**config.mk**
```make
export PLATFORM = sky130hd
export DESIGN_NAME = dda_line_stepper
export DESIGN_NICKNAME = d
export VERILOG_FILES = /design/src/rtl/dda_line_stepper_pkg.sv /design/src/rtl/dda_arith_shift.sv /design/src/rtl/dda_line_stepper.sv
export SDC_FILE = /design/constraint.sdc
export NUM_CORES = 1
export LEC_CHECK = 0
export CORE_ASPECT_RATIO = 0.5
export CORE_MARGIN = 2
export CORE_UTILIZATION = 42
export DETAILED_ROUTE_END_ITERATION = 12
export GPL_ROUTABILITY_DRIVEN = 1
export SLEW_MARGIN = 20
export SYNTH_ARGS = -nofsm -noshare
export SYNTH_HDL_FRONTEND = slang
export SYNTH_HIERARCHICAL = 1
export SYNTH_SLANG_ARGS = --single-unit
export TNS_END_PERCENT = 50
```
**constraint.sdc**
```tcl
create_clock -name clk -period 6.6 [get_ports clk]
set_clock_uncertainty 0.1 [all_clocks]
set_input_delay 1.32 -clock clk [delete_from_list [all_inputs] [get_ports clk]]
set_output_delay 1.32 -clock clk [all_outputs]
set_load 0.01 [all_outputs]
```
**src/rtl/dda_line_stepper_pkg.sv**
```systemverilog
// Shared state encoding and default sizing for the symmetric-DDA line stepper.
package dda_line_stepper_pkg;

    localparam int DFLT_COORD_W = 9;
    localparam int DFLT_FRAC_W  = 11;
    localparam int DFLT_ACC_W   = DFLT_COORD_W + DFLT_FRAC_W + 1;
    localparam int DFLT_SHIFT_W = $clog2(DFLT_COORD_W + 1);

    typedef enum logic [1:0] {
        IDLE = 2'd0,
        NORM = 2'd1,
        STEP = 2'd2,
        DONE = 2'd3
    } dda_state_t;

endpackage

```
**src/rtl/dda_arith_shift.sv**
```systemverilog
// Combinational signed arithmetic right shift of a fixed-point delta by the
// normalisation count n.
module dda_arith_shift
    import dda_line_stepper_pkg::*;
#(
    parameter int ACC_W   = DFLT_ACC_W,
    parameter int SHIFT_W = DFLT_SHIFT_W
) (
    input  logic [ACC_W-1:0]   din,
    input  logic [SHIFT_W-1:0] sh,
    output logic [ACC_W-1:0]   dout
);

    assign dout = $signed(din) >>> sh;

endmodule

```
**src/rtl/dda_line_stepper.sv**
```systemverilog
// Symmetric-DDA line walker: normalises the major delta to a power of two and
// emits 2^n+1 pixels over a valid/ready link. Optional DDA_DEDUP_EN skips
// pixels that repeat the previously emitted one.
module dda_line_stepper
    import dda_line_stepper_pkg::*;
#(
    parameter int COORD_W = DFLT_COORD_W,
    parameter int FRAC_W  = DFLT_FRAC_W
) (
    input  logic               clk,
    input  logic               rst,
    input  logic               start,
    input  logic [COORD_W-1:0] x0,
    input  logic [COORD_W-1:0] y0,
    input  logic [COORD_W-1:0] x1,
    input  logic [COORD_W-1:0] y1,
    output logic               busy,
    output logic               pix_valid,
    input  logic               pix_ready,
    output logic [COORD_W-1:0] pix_x,
    output logic [COORD_W-1:0] pix_y,
    output logic               done
);

    localparam int ACC_W   = COORD_W + FRAC_W + 1;
    localparam int SHIFT_W = $clog2(COORD_W + 1);
    localparam int DLT_W   = COORD_W + 1;
    localparam int CNT_W   = COORD_W + 1;

    dda_state_t state_reg, state_next;

    logic [COORD_W-1:0] x0_reg, x0_next, y0_reg, y0_next, m_reg, m_next;
    logic [DLT_W-1:0]   dx_reg, dx_next, dy_reg, dy_next;
    logic [SHIFT_W-1:0] n_reg, n_next;
    logic [CNT_W-1:0]   step_reg, step_next, last_reg, last_next;
    logic [ACC_W-1:0]   accx_reg, accx_next, accy_reg, accy_next;
    logic [ACC_W-1:0]   incx_reg, incx_next, incy_reg, incy_next;

    logic [DLT_W-1:0]   dx_in, dy_in, adx, ady;
    logic [COORD_W-1:0] m_in;
    logic [CNT_W-1:0]   pow_n;
    logic               dup, emit, xfer;

    assign dx_in = {1'b0, x1} - {1'b0, x0};
    assign dy_in = {1'b0, y1} - {1'b0, y0};
    assign adx   = dx_in[DLT_W-1] ? -dx_in : dx_in;
    assign ady   = dy_in[DLT_W-1] ? -dy_in : dy_in;
    assign m_in  = (adx >= ady) ? adx[COORD_W-1:0] : ady[COORD_W-1:0];
    assign pow_n = CNT_W'(1) << n_reg;

    // Deltas scaled into the accumulator's fixed-point format, then divided by 2^n.
    logic [ACC_W-1:0] dlt_ext [2];
    logic [ACC_W-1:0] inc_sh  [2];
    assign dlt_ext[0] = {dx_reg, {FRAC_W{1'b0}}};
    assign dlt_ext[1] = {dy_reg, {FRAC_W{1'b0}}};

    genvar gi;
    generate
        for (gi = 0; gi < 2; gi++) begin : g_shift
            dda_arith_shift #(
                .ACC_W   (ACC_W),
                .SHIFT_W (SHIFT_W)
            ) u_shift (
                .din  (dlt_ext[gi]),
                .sh   (n_reg),
                .dout (inc_sh[gi])
            );
        end
    endgenerate

    assign pix_x = accx_reg[FRAC_W +: COORD_W];
    assign pix_y = accy_reg[FRAC_W +: COORD_W];

`ifdef DDA_DEDUP_EN
    logic [COORD_W-1:0] prevx_reg, prevx_next, prevy_reg, prevy_next;
    assign dup = (step_reg != '0) && (pix_x == prevx_reg) && (pix_y == prevy_reg);
`else
    assign dup = 1'b0;
`endif

    assign emit      = (state_reg == STEP) && !dup;
    assign pix_valid = emit;
    assign xfer      = emit && pix_ready;
    assign busy      = (state_reg != IDLE);
    assign done      = (state_reg == DONE);

    always_comb begin
        state_next = state_reg;
        x0_next    = x0_reg;
        y0_next    = y0_reg;
        m_next     = m_reg;
        dx_next    = dx_reg;
        dy_next    = dy_reg;
        n_next     = n_reg;
        step_next  = step_reg;
        last_next  = last_reg;
        accx_next  = accx_reg;
        accy_next  = accy_reg;
        incx_next  = incx_reg;
        incy_next  = incy_reg;
`ifdef DDA_DEDUP_EN
        prevx_next = prevx_reg;
        prevy_next = prevy_reg;
`endif
        case (state_reg)
            IDLE: begin
                if (start) begin
                    x0_next    = x0;
                    y0_next    = y0;
                    dx_next    = dx_in;
                    dy_next    = dy_in;
                    m_next     = m_in;
                    n_next     = '0;
                    state_next = NORM;
                end
            end
            NORM: begin
                if (pow_n >= {1'b0, m_reg}) begin
                    incx_next  = inc_sh[0];
                    incy_next  = inc_sh[1];
                    // Start half a pixel in so that truncation rounds to nearest.
                    accx_next  = {1'b0, x0_reg, 1'b1, {(FRAC_W-1){1'b0}}};
                    accy_next  = {1'b0, y0_reg, 1'b1, {(FRAC_W-1){1'b0}}};
                    step_next  = '0;
                    last_next  = (m_reg == '0) ? '0 : pow_n;
                    state_next = STEP;
                end else begin
                    n_next = n_reg + 1'b1;
                end
            end
            STEP: begin
                if (xfer || dup) begin
                    if (step_reg == last_reg) begin
                        state_next = DONE;
                    end else begin
                        accx_next = accx_reg + incx_reg;
                        accy_next = accy_reg + incy_reg;
                        step_next = step_reg + 1'b1;
                    end
                end
`ifdef DDA_DEDUP_EN
                if (xfer) begin
                    prevx_next = pix_x;
                    prevy_next = pix_y;
                end
`endif
            end
            DONE: begin
                state_next = IDLE;
            end
            default: begin
                state_next = IDLE;
            end
        endcase
    end

    always_ff @(posedge clk or posedge rst) begin
        if (rst) begin
            state_reg <= IDLE;
            x0_reg    <= '0;
            y0_reg    <= '0;
            m_reg     <= '0;
            dx_reg    <= '0;
            dy_reg    <= '0;
            n_reg     <= '0;
            step_reg  <= '0;
            last_reg  <= '0;
            accx_reg  <= '0;
            accy_reg  <= '0;
            incx_reg  <= '0;
            incy_reg  <= '0;
`ifdef DDA_DEDUP_EN
            prevx_reg <= '0;
            prevy_reg <= '0;
`endif
        end else begin
            state_reg <= state_next;
            x0_reg    <= x0_next;
            y0_reg    <= y0_next;
            m_reg     <= m_next;
            dx_reg    <= dx_next;
            dy_reg    <= dy_next;
            n_reg     <= n_next;
            step_reg  <= step_next;
            last_reg  <= last_next;
            accx_reg  <= accx_next;
            accy_reg  <= accy_next;
            incx_reg  <= incx_next;
            incy_reg  <= incy_next;
`ifdef DDA_DEDUP_EN
            prevx_reg <= prevx_next;
            prevy_reg <= prevy_next;
`endif
        end
    end

endmodule

```
### Yosys cells after proc, flatten, opt, wreduce, memory -nomap -nowiden

Index checks and enable logic that the tools add are counted.
W data, S select, Z words.

* register bits after elaboration: 157
* latch bits: 0
* memory bits (writable): 0
* ROM bits: 0
* bits of input ports: 40
* output and inout bits: 21
* logic and storage cells: 71
* memories kept: 0

* add/sub/neg operators: 8
* $mul: 0
* divide/modulo/power cells: 0
* order comparisons: 2
* equal/unequal tests: 10
* shift operators: 3
* mux-type cells: 24
* bitwise operators: 0
* reductions and logical operators: 11

Operator list (count)
* $mux W21: 6
* $pmux W21 S2: 2
* $mux W10: 6
* $add A21 B21 Y21: 2
* $sshr A21 B4 Y21: 2
* $neg A10 Y10: 2
* $pmux W10 S2: 1
* $sub A9 B9 Y10: 2
* $add A10 B1 Y10 const B: 1
* $eq A10 B10 Y1: 1
* $ge A10 B10 Y1: 1
* $ge A10 B9 Y1: 1
* $shl A1 B4 Y10 const A: 1
* $logic_not A9 Y1: 1
* $mux W9: 1
* $mux W2: 4
* $mux W4: 2
* $ne A2 B2 Y1 const B: 4
* $pmux W2 S4: 1
* $pmux W4 S2: 1
* $reduce_and A4 Y1: 2
* $reduce_bool A2 Y1: 3
* $add A4 B1 Y4 const B: 1
* $eq A2 B2 Y1 const B: 2
* other kinds (6): 8

### Longest topological paths before layout

* depth in word-level cells: 5
* mapped depth: 21

### Modules after synthesis

The synthesis kept the hierarchy.

By module, submodules not included
* dda_line_stepper: times used 1, cells an instance 1005, area an instance 9663.0 um^2, sequential area each 3828.7 um^2
* dda_arith_shift: times used 2, cells an instance 123, area an instance 1137.3 um^2, sequential area each 0.0 um^2

### Worst setup path before layout

Ideal clock, no wire load.

* path type: input to register
* start: input port x1[0]
* end: register m_reg[2]
* setup time: 0.134 ns
* arrival time: 4.853 ns
* data required time: 6.366 ns
* setup slack: 1.513 ns
* stages on the path: 20
* buffers on the path: 1
* path through: inv_1 > ha_1 > inv_1 > fa_1 > a21o_1 > a21oi_1 > xnor2_1 > or3_1 > or3_1 > nand2_1 > xor2_1 > inv_1 > ha_1 > a21oi_1 > o21ai_0 > a21o_1 > a21oi_1 > clkbuf_1 > mux2i_1 > o21ai_0

* longest elaborated chain between the ends: 5

RTL lines
* start, declared: RTL line dda_line_stepper.sv:15 `input logic [COORD_W-1:0] x1,`
* $sub A9 B9 Y10 (*): RTL line dda_line_stepper.sv:44 `assign dx_in = {1'b0, x1} - {1'b0, x0};`
* $neg A10 Y10: RTL line dda_line_stepper.sv:46 `assign adx = dx_in[DLT_W-1] ? -dx_in : dx_in;`
* $mux W10 (*): RTL line dda_line_stepper.sv:46
* $ge A10 B10 Y1: RTL line dda_line_stepper.sv:48 `assign m_in = (adx >= ady) ? adx[COORD_W-1:0] : ady[COORD_W-1:0];`
* $mux W9 (*): RTL line dda_line_stepper.sv:48
* end signal, assigned: RTL line dda_line_stepper.sv:180 `m_reg <= m_next;`
* end, declared: RTL line dda_line_stepper.sv:32 `logic [COORD_W-1:0] x0_reg, x0_next, y0_reg, y0_next, m_reg, m_next;`

Every way passes the cells marked *; elsewhere a longest branch is shown, timed or not.
A chain may end at the register's enable or synchronous reset.

### Worst setup path in the final report

* start: input port x0[0]
* end: register m_reg[0]

* longest elaborated chain between the ends: 5

RTL lines
* start, declared: RTL line dda_line_stepper.sv:13 `input logic [COORD_W-1:0] x0,`
* $sub A9 B9 Y10 (*): RTL line dda_line_stepper.sv:44
* $neg A10 Y10: RTL line dda_line_stepper.sv:46
* $mux W10 (*): RTL line dda_line_stepper.sv:46
* $ge A10 B10 Y1: RTL line dda_line_stepper.sv:48
* $mux W9 (*): RTL line dda_line_stepper.sv:48

Marked as above.

==> impl_metrics.ini <==
[global_routing]
grt_pass1_wl_um = 49100
grt_max_degree = 68
grt_pass1_vias = 9343
grt-ovfl-total = 0
grt_usage_pct = 21.1
antenna_found_initial = 0

[hold_path]
hp-start = x0_reg[8]
hold_depth = 2
whs_endpoint = x0_reg[8]
worstHoldPathType = flop to flop

[cells_and_area]
fillers = 2594
drive_gt1_share_pct = 13.2
area_growth_pct = 13.5
antennaDiodeCount = 0
regArea_um2 = 3830
finalNetCount = 1463
multiInputGateArea_um2 = 7730
post-route-util_pct = 48.7

[logic_synthesis]
synthCells = 1249
synth_area_um2 = 11900
ys.warnings.count = 6
syn_area_per_cell_um2 = 9.55

[clocking]
cts_setup_buffers = 0
ctsResizeCount = 0
htreeDepth = 4
tritoncts = done
numCtsBuffers = 17
clock_path_buffers = 2
clk_latency_ps = 450
cts-root-buf = clkbuf_16
ctsHoldBuffers = 0
cts.sinks = 153
clk_pin_slew_ps = 60

[power_and_ir_drop]
leakage_nw = 6.14
comb_power_share_pct = 53.1
switching_share_pct = 42.7
powerDensity_nw_per_um2 = 432
p_int_mw = 3.35
seqPwrFrac_pct = 30.1
clkPwrFrac_pct = 16.8
total_power_mw = 5.85
switching_power_mw = 2.50
peakVddDrop_mv = 0.228

[setup_path]
rrSetupSlack_ps = 2110
crit_top_cell = a21oi_1
regToRegStartpoint = n_reg[1]
regToRegEndpoint = accx_reg[17]
critical_path.endpoint_type = flop
crit_chain = clkdlybuf4s50_1, ha_1, inv_1, fa_1, a21o_1, a21oi_1, nand2b_1, a21oi_1, a211oi_1, or3_1, nand2_1, xor2_1, inv_1, ha_1, a21oi_1, o21ai_0, a21o_1, a21oi_1, buf_4, mux2_2, o21ai_0
critPathKind = input port to flop
critPathMaxStageDelay_ps = 480
path_max_fanout = 14
required_ps = 6860
worstPathArrival_ps = 5840
slowest_stage = clkdlybuf4s50_1
critPathLaunchType = input port
reg2reg_depth = 12

[timing]
setup_viol = 0
clock.fmax_ghz = 0.179
period_needed_ps = 5590
slew_viol_final = 0
fin_crit_sh_pct = 84.6
hold_viol_final = 0
rsz0062_at_grt = no
slew_headroom_pct = 35.6
max_slew.worst_pin.slew_ps = 963
fin_setup_tns_ps = 0
postLayoutSetupSlackWorst_ps = 1010

[job]
drv_cap = 0

[die]
die_w_um = 242
dieHeight_um = 123
rows = 43
io_pins = 61
start_util_pct = 42.9
fp.dieArea_um2 = 29800
core_um2 = 27800

[drt]
wire_per_inst_um = 17.4
drc_errors = 0
vias_per_cell = 5.55
antenna_left = 0
routed_wl_um = 30000
drt_iter0_drc = 664
drtPass1Iterations = 7
vias = 9560

[placement]
pre_cts_ws_ps = 630
gp_congestion = 0.883
place_hpwl_um = 22700
numPortBuffers = 60

[outcome]
status = finished clean
## power groups by stage
stage / clock network (mW) / logic [mW] / registers [mW]
after global placement: 0 / 3.02 / 1.76
after global routing: 1.05 / 3.47 / 1.83
after CTS: 1.01 / 3.11 / 1.76
after detailed placement: 0 / 3.09 / 1.78
final: 0.984 / 3.11 / 1.76
after floorplan: 0 / 2.52 / 1.52
## final cells by class
cell class / count / area share (%)
clock buffers: 20 / 3.30
clock inverters: 9 / 0.934
inverters: 57 / 1.62
multi-input cells: 1028 / 57.1
flip-flops and latches: 153 / 28.3
well taps: 382 / 3.53
repair buffers: 73 / 5.16
## how the worst max path moves through the flow
stage	startpoint	end	slack, ps	cells past startpoint
final	x0[0]	m_reg[0]	1010	21
after global routing	x0[0]	m_reg[0]	610	21
after CTS	x0[0]	m_reg[0]	1080	21
after detailed placement	x0[0]	m_reg[0]	630	21
after global placement	x0[0]	m_reg[0]	730	20
after floorplan	rst	accx_reg[0]	1060	1
## metal layers
layer  global-route usage [%]  wire (µm)  part of all wire, %
met5                        0          0                    0
met3                     4.80       1270                  4.2
met1                     27.9      14000                   47
met4                     8.53        881                  2.9
met2                     34.0      13800                   46
## layout by cell type, fill, tap and decap left out, types with 9 or more instances in the layout
master	instances
dfrtp_1	149
nand2_1	119
o21ai_0	94
ha_1	89
nor2_1	83
mux2_2	77
conb_1	68
clkdlybuf4s50_1	60
inv_1	56
a21oi_1	53
xnor2_1	38
xor2_1	35
mux4_2	34
mux2i_1	31
a21o_1	23
nor2b_1	20
nor3_1	20
a211oi_1	19
a22oi_1	17
and2_1	17
clkbuf_16	17
nand2b_1	15
a31oi_1	15
o31ai_1	13
buf_4	13
o21a_1	12
nand3_1	11
nand4_1	9
## stage by stage
step,area (µm²),hold slack [ps],cells
after floorplan,12200,342,1316
after global placement,13000,370,1693
after detailed placement,13000,377,1693
after CTS,13500,387,1722
after global routing,13500,403,1722
final,13500,387,1722
## critical path: cells and delay by family
| family | cells | cell delay (ps) |
|---|---|---|
| simple gates | 3 | 440 |
| buf+inv | 4 | 850 |
| compound gates | 9 | 1650 |
| mux | 1 | 340 |
| fa+ha+maj | 3 | 950 |
| xor+xnor | 1 | 290 |
Power figures use the tool's default switching activity.
==> edit 1, RTL diff (config.mk and constraints unchanged) <==
The 4 states of `dda_state_t` get a one-hot encoding in 4 bits.
--- a/src/rtl/dda_line_stepper_pkg.sv
+++ b/src/rtl/dda_line_stepper_pkg.sv
@@ -6,11 +6,11 @@
     localparam int DFLT_ACC_W   = DFLT_COORD_W + DFLT_FRAC_W + 1;
     localparam int DFLT_SHIFT_W = $clog2(DFLT_COORD_W + 1);
 
-    typedef enum logic [1:0] {
-        IDLE = 2'd0,
-        NORM = 2'd1,
-        STEP = 2'd2,
-        DONE = 2'd3
+    typedef enum logic [3:0] {
+        IDLE = 4'b0001,
+        NORM = 4'b0010,
+        STEP = 4'b0100,
+        DONE = 4'b1000
     } dda_state_t;
 
 endpackage
Function: no difference found for any inputs over 4 cycles, from zero or initial values and one cycle with rst high; so few cycles prove little.
==> edit 1 against the original RTL <==
- combinational power shrank 13%
- power shrank 6.6%
- cell count grew 9.3%
- cell area grew 2.9%
- die area grew 4.1%
- sequential cell count grew 2
- synthesized area grew 4.2%
- setup slack lost 0.067 ns
- utilization shrank 0.74 points
- wire length grew 9.1%
- largest power group unchanged
==> edit 1: results (changes against the original RTL) <==
run_status:
  outcome: "finished, final reports clean"
cells_and_area:
  drive_above_1_share_pct: 9.993  # -3.2 points
  fin_nets: 1606  # +9.8%
  fillers: 2815  # +8.5%
hold_path:
  hold_end: "incy_reg[10]$_DFFE_PP0P_"
  worstHoldStart: "incy_reg[10]$_DFFE_PP0P_"
power_and_ir_drop:
  leakage_nw: 6.422  # +4.6%
  vdd_drop_max_mv: 0.1922  # -16%
worst_setup_path:
  cpPeakStageDelay_ns: 0.75  # +0.27 ns
  crit_path_max_fanout: 9  # -5
  r2r-end: "incy_reg[6]$_DFFE_PP0P_"
  ff2ff_path_depth: 14  # +2
  worst-endpoint-arrival_ns: 5.86  # +0.02 ns
  slowest_stage: "o31ai_1"
  r2r_slack_ns: 2.53  # +0.42 ns
global_routing:
  grtUsageTotal_pct: 21.90  # +0.76 points
  grt_pass1_wl_um: 54170  # +10%
  grt_max_degree: 99  # +46%
  grt_pass1_vias: 9977  # +6.8%
drt:
  wire_per_inst_um: 17.40  # -0.15%
  drtIter0Drc: 951  # +43%
  routed_wl_um: 32750  # +9.1%
  drtPass1Iterations: 5  # -2
cts:
  cts-hold-fix-buffers: 0  # unchanged
placed_design:
  gp_congestion: 0.8904  # +0.88%
  place_hpwl_um: 24090  # +6.0%
  dp.cells: 1850  # +9.3%
sta:
  timing.slew.headroom_pct: 36.64  # +1.0 points
logic_synthesis:
  synthesis.instances: 1414  # +13%
==> edit 1: metrics by stage <==
step | cell area [µm²] | setup WS [ns] | power (mW)
floorplan | 12670 | 1.004 | 3.729
global placement | 13340 | 0.7403 | 4.364
detailed placement | 13340 | 0.5344 | 4.435
CTS | 13930 | 1.009 | 5.459
global route | 13930 | 0.5444 | 5.910
finish | 13930 | 0.9475 | 5.463
==> edit 1: worst max-delay path by stage <==
stage | end | from | slack [ns]
finish | m_reg[3]$_DFFE_PP0P_ | x0[1] | 0.95
detailed placement | m_reg[3]$_DFFE_PP0P_ | x0[1] | 0.53
global route | m_reg[2]$_DFFE_PP0P_ | x0[1] | 0.54
CTS | m_reg[3]$_DFFE_PP0P_ | x0[1] | 1.01
global placement | m_reg[3]$_DFFE_PP0P_ | x0[1] | 0.74
floorplan | accx_reg[0]$_DFFE_PP0P_ | rst | 1.00
==> edit 1: cell type report <==
cell class / instances / area share [%]
Multi-Input combinational cell: 1165 / 57.54
Sequential cell: 155 / 27.89
Timing Repair Buffer: 72 / 4.958
Tap cell: 391 / 3.512
Clock buffer: 17 / 3.054
Inverter: 67 / 1.841
Clock inverter: 15 / 1.212
==> edit 1: routing by layer <==
| metal | share of wire [%] | track usage [%] | vias up | wire length, µm |
|---|---|---|---|---|
| li1 | - | - | 5081 | - |
| met1 | 52 | 34.52 | 5150 | 16880 |
| met2 | 42 | 31.11 | 250 | 13810 |
| met3 | 5.3 | 3.650 | 22 | 1721 |
| met4 | 1.0 | 4.544 | 0 | 341 |
| met5 | 0 | 0 | - | 0 |
==> edit 1: where the power goes <==
part           leakage [nW]  switching (mW)  internal (mW)
clock                 0.291           0.458          0.542
sequential             1.99           0.458           1.30
combinational          4.14            1.53           1.18
total                  6.42            2.44           3.02
==> edit 1: critical path, delay by kind of cell <==
kind,cells,cell delay [ns]
simple gates,5,1.00
buf+inv,3,0.63
compound gates,9,2.17
xor+xnor,1,0.15
fa+ha+maj,2,0.58
==> edit 2, RTL diff (same settings) <==
Without the edit above. `DFLT_FRAC_W`: 11 -> 12.
--- a/src/rtl/dda_line_stepper_pkg.sv
+++ b/src/rtl/dda_line_stepper_pkg.sv
@@ -2,7 +2,7 @@
 package dda_line_stepper_pkg;
 
     localparam int DFLT_COORD_W = 9;
-    localparam int DFLT_FRAC_W  = 11;
+    localparam int DFLT_FRAC_W  = 12;
     localparam int DFLT_ACC_W   = DFLT_COORD_W + DFLT_FRAC_W + 1;
     localparam int DFLT_SHIFT_W = $clog2(DFLT_COORD_W + 1);
 
Formal check against the unedited RTL: same outputs for any inputs over 4 cycles, from zero or initial values and one cycle with rst high; that may be too few to reach the edited logic, so the function may still have changed.
==> edit 2 against the original RTL <==
- die area up 3.5%
- global-route usage grew 0.39 points
- wire length up 6.8%
- count of clock-buffer cells in the layout unchanged
- utilization shrank 0.60 points
- sequential cell count rose by 4
- cell area rose by 2.8%
- worst hold slack worse by 0.0058 ns
- critical path depth decreased by 2
- synthesized area rose by 3.6%
- setup slack worse by 0.19 ns
- non-clock buffer count grew 1
- power is 5.0% higher
- critical endpoint is now m_reg[5]$_DFFE_PP0P_
- largest cell class unchanged
==> edit 2: results (changes against the original RTL) <==
worst_setup_path:
  r2r_slack_ns: 2.14  # +0.03 ns
  worst-endpoint-arrival_ns: 6.06  # +0.22 ns
  crit_path_max_fanout: 8  # -6
  cpPeakStageDelay_ns: 0.51  # +0.03 ns
  slowest_stage: "or4_1"
run_status:
  outcome: "finished, final reports clean"
global_routing:
  grt_max_degree: 57  # -16%
  grt_pass1_vias: 9820  # +5.1%
  use_met1_pct: 30.10  # +2.2 points
  grtUsageTotal_pct: 21.53  # +0.39 points
  grt_pass1_wl_um: 52560  # +7.0%
  met3_usage_pct: 3.886  # -0.91 points
  grt.met2_usage_pct: 34.65  # +0.64 points
cells_and_area:
  fillers: 2778  # +7.1%
  fin_nets: 1554  # +6.2%
  multi_input_area_um2: 7984  # +3.2%
  drive_above_1_share_pct: 11.24  # -2.0 points
drt:
  num_vias: 10130  # +6.0%
  drtPass1Iterations: 5  # -2
  avgViaCountPerCell: 5.557  # about the same
  routed_wl_um: 32050  # +6.8%
  drtIter0Drc: 710  # +6.9%
  route.met3.wl_um: 1412  # +11%
  wl_met1_um: 15300  # +9.0%
power_and_ir_drop:
  combPwrFrac_pct: 55.2  # +2.1 points
  vdd_drop_max_mv: 0.2199  # -3.5%
  leakage_nw: 6.270  # +2.1%
  switching_share_pct: 44.51  # +1.8 points
  clock_power_mw: 0.972  # -1%
  power.clock.fraction_pct: 15.8  # -1.0 points
placed_design:
  place_hpwl_um: 24050  # +5.8%
  place_area_um2: 13350  # +3.0%
  gp_congestion: 0.9005  # +2.0%
  dp.cells: 1791  # +5.8%
  place_ws_ns: 0.4509  # -0.1787 ns
sta:
  tightest_slew_ns: 0.9709  # +0.007431 ns
  fin_ws_ns: 0.8246  # -0.1902 ns
  hold_ws_ns: 0.3809  # -0.005769 ns
cts:
  cts_setup_buffers: 0  # unchanged
  cts_root_buf: "clkbuf_16"
  cts.htree.levels: 4  # unchanged
==> edit 2: area by class of cell <==
cell class	count	area share, %
clock buffers	20	3.210
clock inverters	12	0.8721
repair buffers	74	5.071
well taps	391	3.515
flip-flops and latches	157	28.26
multi-input cells	1107	57.37
inverters	62	1.708
==> edit 2: path summary, 6_finish.rpt <==
check / depth (start not counted) / end / from
min: 2 / y0_reg[3]$_DFFE_PP0P_ / y0_reg[3]$_DFFE_PP0P_
max reg2reg: 10 / incx_reg[9]$_DFFE_PP0P_ / n_reg[0]$_DFFE_PP0P_
max in group asynchronous: 3 / incy_reg[7]$_DFFE_PP0P_ / rst
max: 19 / m_reg[5]$_DFFE_PP0P_ / x0[0]
min in group asynchronous: 2 / x0_reg[0]$_DFFE_PP0P_ / rst
min reg2reg: 2 / y0_reg[3]$_DFFE_PP0P_ / y0_reg[3]$_DFFE_PP0P_
==> edit 2: tightest hold or removal path: stages, from the launching register on <==
cell	delay (ns)
dfrtp_1	0.34
nand2_1	0.05
o21ai_0	0.06
